===== config.mk =====
export PLATFORM = sky130hd
export DESIGN_NAME = alu_multicycle
export DESIGN_NICKNAME = d
export VERILOG_FILES = /design/src/rtl/alu_multicycle.sv
export SDC_FILE = /design/constraint.sdc
export NUM_CORES = 1
export LEC_CHECK = 0
export BUFFER_PORTS_ARGS = -buffer_cell sky130_fd_sc_hd__buf_2
export CAP_MARGIN = 25
export CORE_AREA = 2 2 88 73
export DETAILED_ROUTE_END_ITERATION = 8
export DIE_AREA = 0 0 90 75
export PLACE_DENSITY = 0.67
export SLEW_MARGIN = 30
export SYNTH_ARGS = -nofsm -noshare
export SYNTH_HDL_FRONTEND = slang
export SYNTH_SLANG_ARGS = --single-unit

===== constraint.sdc =====
create_clock -name CLK -period 1.9 [get_ports CLK]
set_input_delay 0.475 -clock CLK [delete_from_list [all_inputs] [get_ports CLK]]
set_output_delay 0.475 -clock CLK [all_outputs]
set_load 0.02 [all_outputs]

===== src/rtl/alu_multicycle.sv =====
// alu_multicycle: registered ALU with single-cycle and iterative ops behind a START/BUSY/DONE handshake.
// Define ALU_MUL_EN to build the shift-add multiplier on opcode 100; otherwise it returns 0.
module alu_multicycle #(
    parameter int WIDTH = 8,
    parameter int SHW = $clog2(WIDTH)
) (
    input  logic             CLK,
    input  logic             RESET,
    input  logic             START,
    input  logic [WIDTH-1:0] DATA1,
    input  logic [WIDTH-1:0] DATA2,
    input  logic [2:0]       SELECT,
    output logic             BUSY,
    output logic             DONE,
    output logic [WIDTH-1:0] RESULT,
    output logic             ZERO
);

    localparam logic [2:0] OP_FWD = 3'b000;
    localparam logic [2:0] OP_ADD = 3'b001;
    localparam logic [2:0] OP_AND = 3'b010;
    localparam logic [2:0] OP_OR  = 3'b011;
    localparam logic [2:0] OP_MUL = 3'b100;
    localparam logic [2:0] OP_SLL = 3'b101;
    localparam logic [2:0] OP_SRA = 3'b110;
    localparam logic [2:0] OP_ROR = 3'b111;

    localparam logic [SHW:0] CNT_ONE = (SHW+1)'(1);

    typedef enum logic {IDLE, RUN} state_t;

    state_t           state;
    logic [WIDTH-1:0] a;
    logic [WIDTH-1:0] b;
    logic [WIDTH-1:0] acc;
    logic [WIDTH-1:0] step;
    logic [2:0]       op;
    logic [SHW:0]     cnt;
    logic [SHW:0]     cnt_init;
    logic [SHW-1:0]   n;
    logic             shift_en;

    assign n        = DATA2[SHW-1:0];
    assign shift_en = (b[SHW-1:0] != '0);
    assign BUSY     = (state == RUN);

    always_comb begin
        cnt_init = CNT_ONE;
        case (SELECT)
`ifdef ALU_MUL_EN
            OP_MUL: cnt_init = (SHW+1)'(WIDTH);
`endif
            OP_SLL, OP_SRA, OP_ROR: begin
                if (n != '0) cnt_init = {1'b0, n};
            end
            default: cnt_init = CNT_ONE;
        endcase
    end

    // A shift by zero still spends one RUN cycle but leaves acc untouched.
    always_comb begin
        step = '0;
        case (op)
            OP_FWD: step = b;
            OP_ADD: step = a + b;
            OP_AND: step = a & b;
            OP_OR:  step = a | b;
`ifdef ALU_MUL_EN
            OP_MUL: step = b[0] ? acc + a : acc;
`endif
            OP_SLL: step = shift_en ? {acc[WIDTH-2:0], 1'b0} : acc;
            OP_SRA: step = shift_en ? {acc[WIDTH-1], acc[WIDTH-1:1]} : acc;
            OP_ROR: step = shift_en ? {acc[0], acc[WIDTH-1:1]} : acc;
            default: step = '0;
        endcase
    end

    always_ff @(posedge CLK) begin
        if (!RESET) begin
            state  <= IDLE;
            DONE   <= 1'b0;
            RESULT <= '0;
            ZERO   <= 1'b1;
            a      <= '0;
            b      <= '0;
            acc    <= '0;
            op     <= OP_FWD;
            cnt    <= '0;
        end else begin
            DONE <= 1'b0;
            case (state)
                IDLE: begin
                    if (START) begin
                        a     <= DATA1;
                        b     <= DATA2;
                        op    <= SELECT;
                        acc   <= (SELECT == OP_MUL) ? '0 : DATA1;
                        cnt   <= cnt_init;
                        state <= RUN;
                    end
                end
                RUN: begin
                    acc <= step;
                    cnt <= cnt - CNT_ONE;
`ifdef ALU_MUL_EN
                    if (op == OP_MUL) begin
                        a <= a << 1;
                        b <= b >> 1;
                    end
`endif
                    if (cnt == CNT_ONE) begin
                        RESULT <= step;
                        ZERO   <= (step == '0);
                        DONE   <= 1'b1;
                        state  <= IDLE;
                    end
                end
                default: state <= IDLE;
            endcase
        end
    end

endmodule


==> run_results.csv <==
group,metric,value,unit
outcome,outcome,"complete, but fails checks",
outcome,violations_in_the_final_reports,"negative setup slack",
clocking,ctsHtreeMaxLevel,2,
placement,placement.setup.worst_slack,-0.2008,ns
clocking,clock-sinks,42,
worst_setup_path,timing.critical_path.slowest_stage_cell,"mux4_2",
routing,drc,0,
clocking,cts_inserted_buffers,5,
routing,detailroute.wirelength.met3,368,um
placement,place_congestion,0.9614,
cells_and_area,drive_gt1_share,33.16,%
placement,detailedPlacementHpwl,5622,um
worst_setup_path,critical_path_arrival,2.28,ns
placement,postPlaceCellArea,0.003181,mm^2
cells_and_area,areaGrowthSynthToFinish,28.36,%
timing,timing.final.ws_setup,-0.1567,ns
timing,report.final.hold_viol_count,0,
routing,drt_first_pass_iters,4,
yosys,syn_area_per_cell,8.096,um^2
yosys,synthesis.area,0.002648,mm^2
timing,holdWs,0.3876,ns
timing,final.min_clock_period,2.057,ns
yosys,syn_inst,327,
worst_setup_path,slowest_delay,0.48,ns
flow_run,max-cap-violations,0,
die,die_width,90,um
timing,relSlewSlack,50.51,%
die,initial_utilization,45.51,%
timing,fin_crit_sh,108.2,%
die,design.die.area,0.006750,mm^2
yosys,count_of_flip_flops_with_a_built_in_enable_after_synthesis,0,
routing,top_layer,"met4",
grt,groute.usage.overall,23.01,%
worst_setup_path,biggest_fanout_along_the_worst_timing_path,4,
worst_setup_path,worst_setup_path_start_kind,"register",
yosys,ys_seq_elements,42,
yosys,ys.flop_type,"dfxtp_1",
cells_and_area,antenna-diode-count,0,
placement,place.port_buffers,32,
clocking,post_cts_hold_buffer_count,0,
grt,largest_net_degree_at_the_start_of_global_routing,29,
cells_and_area,postLayoutCellArea,0.003398,mm^2
worst_setup_path,required,2.12,ns
die,floorplan.die.height,75,um
power_and_ir_drop,ir_worst_vdd,0.0004112,V
grt,globalRouteOverflowTotal,0,
timing,worst_pin_slew,0.7424,ns
routing,met1_length,3637,um
die,core_area,0.005818,mm^2
clocking,cts_tree,"done",
routing,via_per_inst,5.576,
timing,fin_worst_skew,0.01066,ns
clocking,clk_transition_reported_paths,0.09,ns
routing,route.detailed.wl_per_inst,15.75,um
worst_setup_path,cp_cell_sequence,"ha_1 -> mux4_2 -> mux2_4 -> nor4b_4 -> nand4_1 -> o311ai_2",
routing,ant_nets,0,
die,floorplan.io_pins,33,
worst_setup_path,worst-setup-path-type,"register to register",
worst_setup_path,cp.buffers_inverters,0,
clocking,clk_path_buf_depth,2,
routing,routed_wirelength,7497,um
yosys,synth_fp_nets,368,
power_and_ir_drop,power.density,649.7,mW/mm^2
worst_setup_path,worstSetupEndpointType,"register",
hold_path,hold_path.class,"primary input to register",
yosys,async_flop_share,0,%
yosys,ys_seq_area_share,31.76,%
routing,wl_met2,3354,um
yosys,synth.lib_cells_used.distinct,54,
cells_and_area,nNetsFinal,435,
timing,unrepaired_setup_endpoints_after_global_routing,"yes",
timing,timing_max_transition_violations_final,0,
routing,drt-initial-drc-count,162,
power_and_ir_drop,cellLeakagePower,1.372,nW
timing,max_clock_freq,0.4862,GHz
worst_setup_path,crit_family,"multiplexers",
yosys,synth-warning-count,0,
clocking,clk_latency,0.31,ns
die,core.rowCount,25,
clocking,cts_root_buf,"clkbuf_8",
routing,routed-via-count,2654,
grt,antenna_found_initial,0,
grt,via_count_of_the_first_global_routing_pass,2462,
timing,finalSetupViolations,2,
grt,grt_pass1_wl,12190,um
-- through the flow --
step | instances | power (mW) | TNS, ns | utilization (%)
6_report | 476 | 2.208 | -0.1826 | 58.41
3_5_place_dp | 467 | 1.553 | -0.4242 | 54.67
5_1_grt | 476 | 2.320 | -0.4876 | 58.41
4_1_cts | 476 | 2.192 | -0.2463 | 57.16
2_1_floorplan | 327 | 1.346 | -0.07788 | -
3_3_place_gp | 467 | 1.543 | -0.2618 | 54.67
-- worst register-to-register path, cell delays in order, from the launching register on --
cell and delay (ns):
dfxtp_4 0.36, ha_1 0.25, mux4_2 0.49, mux2_4 0.30
nor4b_4 0.22, nand4_1 0.13, o311ai_2 0.25
-- sequential cells by signal, indices dropped and copies added (netlist names) --
name,count
ZERO,1
DONE,1
a,8
acc,8
b,8
op,3
BUSY,1
cnt,4
RESULT,8
-- what timing repair did --
action,CTS,global route
endpoints found under the setup margin,6,13
pin swaps,2,8
setup buffers,1,0
gates resized for setup,10,21
-- where the power goes --
group | switching, mW | internal (mW)
combinational | 0.311 | 0.265
clock | 0.363 | 0.263
sequential | 0.0635 | 0.941
-- synthesized netlist by cell type (all sizes together) (2+ instances only) --
cell type,count,area [um^2]
nand2,51,191.4
dfxtp,42,840.8
a21oi,39,195.2
nor2,26,97.59
inv,22,82.58
ha,19,237.7
o21ai,15,75.07
a211oi,11,82.58
a221oi,9,91.34
buf,9,55.05
clkbuf,9,33.78
mux2i,8,80.08
nor3,7,45.04
a22oi,5,37.54
o21a,5,37.54
xor2,4,35.03
mux2,3,33.78
nand2b,3,18.77
nand3b,3,22.52
o22ai,3,18.77
o31ai,3,27.52
nand3,2,10.01
nor4,2,12.51
o2111ai,2,17.52
o211ai,2,15.01
o22a,2,18.77
o2bb2ai,2,17.52
xnor2,2,17.52
-- area by class of cell --
| cell class | count | area [um^2] |
|---|---|---|
| Tap cell | 81 | 101.3 |
| Fill cell | 550 | 2420 |
| Multi-Input combinational cell | 244 | 1754 |
| Inverter | 23 | 86.33 |
| Clock buffer | 5 | 68.82 |
| Timing Repair Buffer | 78 | 505.5 |
| Clock inverter | 3 | 23.77 |
| Sequential cell | 42 | 858.3 |
-- logic make-up after synthesis --
group	synth area share, %
AO/OA/AOI/OAI	27.93
AND/OR/NAND/NOR	17.58
flip-flops	31.76
buffers and inverters	6.616
adder cells (fa/ha/maj)	8.979
multiplexers	5.151
XOR/XNOR	1.985
-- path summary, 6_finish.rpt --
path	startpoint	end	slack, ns	depth (start not counted)
worst min register to register	a[2]$_SDFFE_PN0P_	a[2]$_SDFFE_PN0P_	0.47	2
worst min-delay path	DATA2[3]	b[3]$_SDFFE_PN0P_	0.39	3
worst max-delay path	a[0]$_SDFFE_PN0P_	ZERO$_SDFFE_PN1P_	-0.16	6
worst max register to register	a[0]$_SDFFE_PN0P_	ZERO$_SDFFE_PN1P_	-0.16	6
-- layout by cell type (no fill, tap or decap), types with 6 or more instances in the layout --
cell type	n
nand2_1	51
buf_4	46
a21oi_1	36
dfxtp_1	32
buf_2	32
nor2_1	26
inv_1	16
ha_1	14
o21ai_0	11
mux2i_1	8
a211oi_1	8
dfxtp_2	8
a221oi_1	7
inv_2	6
-- metal layers --
| metal | vias to the layer above | global-route usage, % |
|---|---|---|
| met5 | - | 0 |
| met4 | 0 | 7.350 |
| met3 | 16 | 4.004 |
| met2 | 84 | 38.18 |
| met1 | 1248 | 31.22 |
| li1 | 1306 | - |
(Power assumes the default switching activity.)
